File: config.mk
export PLATFORM = sky130hd
export DESIGN_NAME = history_buffer_flat
export DESIGN_NICKNAME = d
export VERILOG_FILES = /design/src/rtl/history_buffer_if.sv /design/src/rtl/history_buffer.sv /design/src/flat_wrapper.sv
export SDC_FILE = /design/constraint.sdc
export NUM_CORES = 1
export LEC_CHECK = 0
export CORE_UTILIZATION = 63
export CTS_CLUSTER_SIZE = 40
export DETAILED_ROUTE_END_ITERATION = 8
export MAX_ROUTING_LAYER = met4
export PLACE_DENSITY = 0.91
export RECOVER_POWER = 25
export SLEW_MARGIN = 20
export SYNTH_ARGS = -nofsm -noshare
export SYNTH_HDL_FRONTEND = slang
export SYNTH_SLANG_ARGS = --single-unit
File: constraint.sdc
create_clock -name clk -period 10.5 [get_ports clk]
set_input_delay 2.625 -clock clk [delete_from_list [all_inputs] [get_ports clk]]
set_output_delay 2.625 -clock clk [all_outputs]
set_load 0.005 [all_outputs]
File: src/rtl/history_buffer_if.sv
// rtl/history_buffer_if.sv - write/read handshake bundle for history_buffer
interface history_buffer_if #(
  parameter int WIDTH = 32,
  parameter int DEPTH = 8
);
  logic                       write_en;
  logic [WIDTH-1:0]           in;
  logic                       rd_req;
  logic [$clog2(DEPTH)-1:0]   rd_age;
  logic [WIDTH-1:0]           rd_out;
  logic                       rd_valid;
  logic                       rd_hit;
  logic [$clog2(DEPTH):0]     count;

  modport master (
    output write_en, in, rd_req, rd_age,
    input  rd_out, rd_valid, rd_hit, count
  );

  modport slave (
    input  write_en, in, rd_req, rd_age,
    output rd_out, rd_valid, rd_hit, count
  );
endinterface

File: src/rtl/history_buffer.sv
// rtl/history_buffer.sv - circular history of the last DEPTH writes, read by age with 1-cycle latency
module history_buffer #(
  parameter int WIDTH = 32,
  parameter int DEPTH = 8,
  parameter int SAFE  = 0
) (
  input  logic              clk,
  input  logic              reset,
  history_buffer_if.slave   bus
);
  localparam int AW = $clog2(DEPTH);
  localparam int CW = AW + 1;

  logic [WIDTH-1:0] mem [DEPTH];
  logic [AW-1:0]    wp;
  logic [AW-1:0]    rd_index;
  logic             hit;
  logic [WIDTH-1:0] miss_data;

  // Index and hit use pre-update wp/count, so a same-cycle write is not visible.
  assign rd_index  = wp - AW'(1) - bus.rd_age;
  assign hit       = {1'b0, bus.rd_age} < bus.count;
  assign miss_data = (SAFE != 0) ? {WIDTH{1'b0}} : {WIDTH{1'bx}};

  always_ff @(posedge clk) begin
    if (reset && bus.write_en) begin
      mem[wp] <= bus.in;
    end
  end

  always_ff @(posedge clk) begin
    if (!reset) begin
      wp           <= '0;
      bus.count    <= '0;
      bus.rd_valid <= 1'b0;
      bus.rd_hit   <= 1'b0;
      bus.rd_out   <= '0;
    end else begin
      if (bus.write_en) begin
        wp <= wp + AW'(1);
        if (bus.count != CW'(DEPTH)) begin
          bus.count <= bus.count + CW'(1);
        end
      end
      if (bus.rd_req) begin
        bus.rd_valid <= 1'b1;
        bus.rd_hit   <= hit;
        bus.rd_out   <= hit ? mem[rd_index] : miss_data;
      end else begin
        bus.rd_valid <= 1'b0;
      end
    end
  end
endmodule

File: src/flat_wrapper.sv
// flat-port wrapper written by rule: the top's interface ports become plain ports
module history_buffer_flat 
#(
  parameter int WIDTH = 32,
  parameter int DEPTH = 8,
  parameter int SAFE  = 0
)
  (clk, reset, bus_write_en, bus_in, bus_rd_req, bus_rd_age, bus_rd_out, bus_rd_valid, bus_rd_hit, bus_count);
  history_buffer_if #(.WIDTH(WIDTH), .DEPTH(DEPTH)) bus_i ();
  input  logic clk;
  input  logic reset;
  input wire logic [$bits(bus_i.write_en)-1:0] bus_write_en;
  input wire logic [$bits(bus_i.in)-1:0] bus_in;
  input wire logic [$bits(bus_i.rd_req)-1:0] bus_rd_req;
  input wire logic [$bits(bus_i.rd_age)-1:0] bus_rd_age;
  output wire logic [$bits(bus_i.rd_out)-1:0] bus_rd_out;
  output wire logic [$bits(bus_i.rd_valid)-1:0] bus_rd_valid;
  output wire logic [$bits(bus_i.rd_hit)-1:0] bus_rd_hit;
  output wire logic [$bits(bus_i.count)-1:0] bus_count;
  assign bus_i.write_en = bus_write_en;
  assign bus_i.in = bus_in;
  assign bus_i.rd_req = bus_rd_req;
  assign bus_i.rd_age = bus_rd_age;
  assign bus_rd_out = bus_i.rd_out;
  assign bus_rd_valid = bus_i.rd_valid;
  assign bus_rd_hit = bus_i.rd_hit;
  assign bus_count = bus_i.count;
  history_buffer #(.WIDTH(WIDTH), .DEPTH(DEPTH), .SAFE(SAFE)) u_core (.clk(clk), .reset(reset), .bus(bus_i));
endmodule
==> impl_metrics.csv <==
group,metric,value,unit
global_route,grt_max_degree,68,
finish,nets,712,
clocking,cts_tree,"done",
pwr,peakVddDrop,0.000162,V
logic_synthesis,ys_warn_count,0,
global_route,grt_pass1_wl,34.4,mm
finish,fill_cells,886,
pwr,swShare,0.216,
finish,seqCellArea,8510,um^2
pwr,p_clk_frac,0.378,
drt,drcViolationCount,0,
finish,multi_input_area,2520,um^2
timing,min_period_over_period,0.476,
timing,grt_setup_unrepaired,"false",
floorplan,die_x,135,um
logic_synthesis,synth-edff-count,256,
clocking,worst_skew_pair.late_latency,530,ps
pwr,p_seq_frac,0.514,
clocking,clkTransAtPathRegs,60,ps
logic_synthesis,synth_common_cells,"edfxtp_1, nand2_1, mux4_2, dfxtp_1, a31oi_1",
global_route,antenna_found_initial,2,
timing,drv_slew,0,
critical_path,setup.worst_path.end_class,"register",
pwr,p_sw,0.559,mW
min_path,worstHoldPathCells,2,
logic_synthesis,synthTopCellsByArea,"edfxtp_1, mux4_2, dfxtp_1",
clocking,cts_buffer_depth,3,
floorplan,fp-row-count,48,
timing,finalSetupTns,0,ps
drt,routed_wl,23.0,mm
critical_path,reg2reg_depth,5,
timing,whs,508,ps
pwr,p_leak,4.28,nW
critical_path,crit_required,10850,ps
timing,hold_viol_final,0,
logic_synthesis,ys_types,32,
logic_synthesis,yosys_register_bits,297,
critical_path,path_max_fanout,42,
timing,finalSetupViolCount,0,
clocking,cts-root-buf,"clkbuf_16",
job,maxCapViolations,0,
clocking,cts_buffers,28,
drt,vias_per_cell,6.38,
critical_path,arrival,5350,ps
logic_synthesis,seq_area_frac_synth,0.762,
timing,min_period,5000,ps
floorplan,design.core.area,17300,um^2
critical_path,critical_path_class,"input port to register",
logic_synthesis,syn_nets,624,
logic_synthesis,syn_area,11200,um^2
global_route,grt_pass1_vias,6006,
drt,drt_iter0_drc,417,
logic_synthesis,yosysMostFrequentCell,"edfxtp_1",
timing,fin_skew,13.2,ps
finish,drive_above_1_share,0.196,
floorplan,io_pins,77,
critical_path,slowest_stage,"buf_4",
drt,routedWlPerCell,25.2,um
clocking,cts_setup_buffers,0,
pwr,p_comb_frac,0.108,
floorplan,die_area,18300,um^2
logic_synthesis,syn_inst,578,
timing,tightest_slew,911,ps
drt,ant_nets,0,
logic_synthesis,yosysTopAreaCell,"edfxtp_1",
logic_synthesis,synth_top_area_share,0.688,
pwr,power.density,196,nW/um^2
timing,slew_headroom,0.393,
clocking,ctsHoldBuffers,0,
floorplan,die_h,135,um
clocking,htree_levels,1,
critical_path,startpoint_type,"input port",
clocking,clock_sinks,297,
critical_path,crit_chain,"clkdlybuf4s50_1 -> inv_1 -> ha_4 -> buf_4 -> mux4_2 -> nand2_1 -> a31oi_1",
global_route,grtUsageTotal,0.270,
outcome,outcome,"complete, no violations",
global_route,gr-total-overflow,0,
min_path,hold_path_class,"register to register",
clocking,cts-resized-gates,0,
logic_synthesis,synthFlopType,"edfxtp_1",
placed_design,dp_hpwl,11.9,mm
drt,dr.pass1.iters,7,
placed_design,gp_congestion,0.794,
drt,num_vias,5837,
critical_path,critPathMaxStageDelay,750,ps
logic_synthesis,ys_async_sr_fraction,0,
floorplan,initial_core_util,0.646,
finish,areaGrowthSynthToFinish,17.8,%
timing,fmax,0.200,GHz
placed_design,portBuffers,76,
logic_synthesis,avgSynthCellArea,19.3,um^2
pwr,p_int,2.02,mW
-- stage by stage --
stage               instances  setup WS [ps]  area (um^2)  utilization  total power, mW
finish                    915           5500        13200        0.760             2.58
global route              915           5310        13200        0.760             2.65
CTS                       911           5420        13100        0.757             2.58
detailed placement        859           4950        12200        0.705             1.62
global placement          859           5040        12200        0.705             1.61
floorplan                 578           4720        11200            -             1.53
-- power by group through the flow --
stage                     combinational, mW  sequential [mW]  clock [mW]
after global routing                  0.300             1.33        1.02
after detailed placement              0.271             1.35           0
after floorplan                       0.182             1.35           0
after CTS                             0.276             1.33       0.982
final                                 0.279             1.33       0.975
after global placement                0.260             1.35           0
-- registers in the layout, indices dropped and copies added, names as in the netlist --
| name | count |
|---|---|
| u_core.bus.rd_hit | 1 |
| u_core.bus.rd_out | 32 |
| u_core.mem | 256 |
| u_core.wp | 3 |
| u_core.bus.rd_valid | 1 |
| u_core.bus.count | 4 |
-- metal layers --
layer,share of wire,track usage,vias to the layer above
met1,0.36,0.329,3011
li1,-,-,2483
met4,0.037,0.115,0
met3,0.063,0.0408,60
met5,0,-,-
met2,0.54,0.456,283
-- cell type report --
class                      count  area share
inverter                       6     0.00171
tap                          225      0.0214
multi-input combinational    242       0.192
timing repair buffer          91      0.0691
clock buffer                  51      0.0683
clock inverter                 1    0.000381
antenna                        2    0.000381
sequential                   297       0.647
-- kinds of logic after synthesis --
logic type	count (synthesis)	synth area share
multiplexers	65	0.130
adder cells (fa/ha/maj)	7	0.00851
AO/OA/AOI/OAI	69	0.0353
AND/OR/NAND/NOR	93	0.0356
flip-flops	297	0.762
buffers and inverters	39	0.0206
XOR/XNOR	8	0.00829
-- placed cells by master, fill, tap and decap left out, types with 2 or more instances in the layout --
master | netlist | final
edfxtp_1 | 256 | 256
nand2_1 | 67 | 67
mux4_2 | 64 | 64
clkdlybuf4s50_1 | 0 | 55
dfxtp_1 | 41 | 41
a31oi_1 | 33 | 33
clkbuf_16 | 0 | 29
o21ai_0 | 27 | 27
dlygate4sd3_1 | 0 | 20
clkbuf_1 | 13 | 13
buf_4 | 1 | 13
clkbuf_8 | 0 | 9
inv_1 | 6 | 6
nor2_4 | 0 | 6
o21ai_1 | 6 | 6
and2_1 | 6 | 6
ha_1 | 6 | 5
xnor2_1 | 4 | 4
nand3_1 | 3 | 3
diode_2 | 0 | 2
nand2b_1 | 2 | 2
nand3b_1 | 2 | 2
nor3_2 | 0 | 2
a21o_1 | 2 | 2
nand2_2 | 2 | 2
buf_16 | 0 | 2
-- worst paths after layout --
check | slack (ps) | to | start
worst max-delay path | 5500 | u_core.bus.rd_out[31] | bus_rd_age[0]
worst min-delay path | 510 | u_core.bus.rd_out[26] | u_core.bus.rd_out[26]
worst max register to register | 7690 | u_core.bus.rd_out[31] | u_core.wp[0]
worst min register to register | 510 | u_core.bus.rd_out[26] | u_core.bus.rd_out[26]
-- critical path: cells and delay by family --
family	cells	cell delay [ps]
adders and majority gates	1	560
and+or+nand+nor	1	90
buffers and inverters	3	1310
muxes	1	610
AOI/OAI and AO/OA	1	110
(Power assumes the default switching activity.)
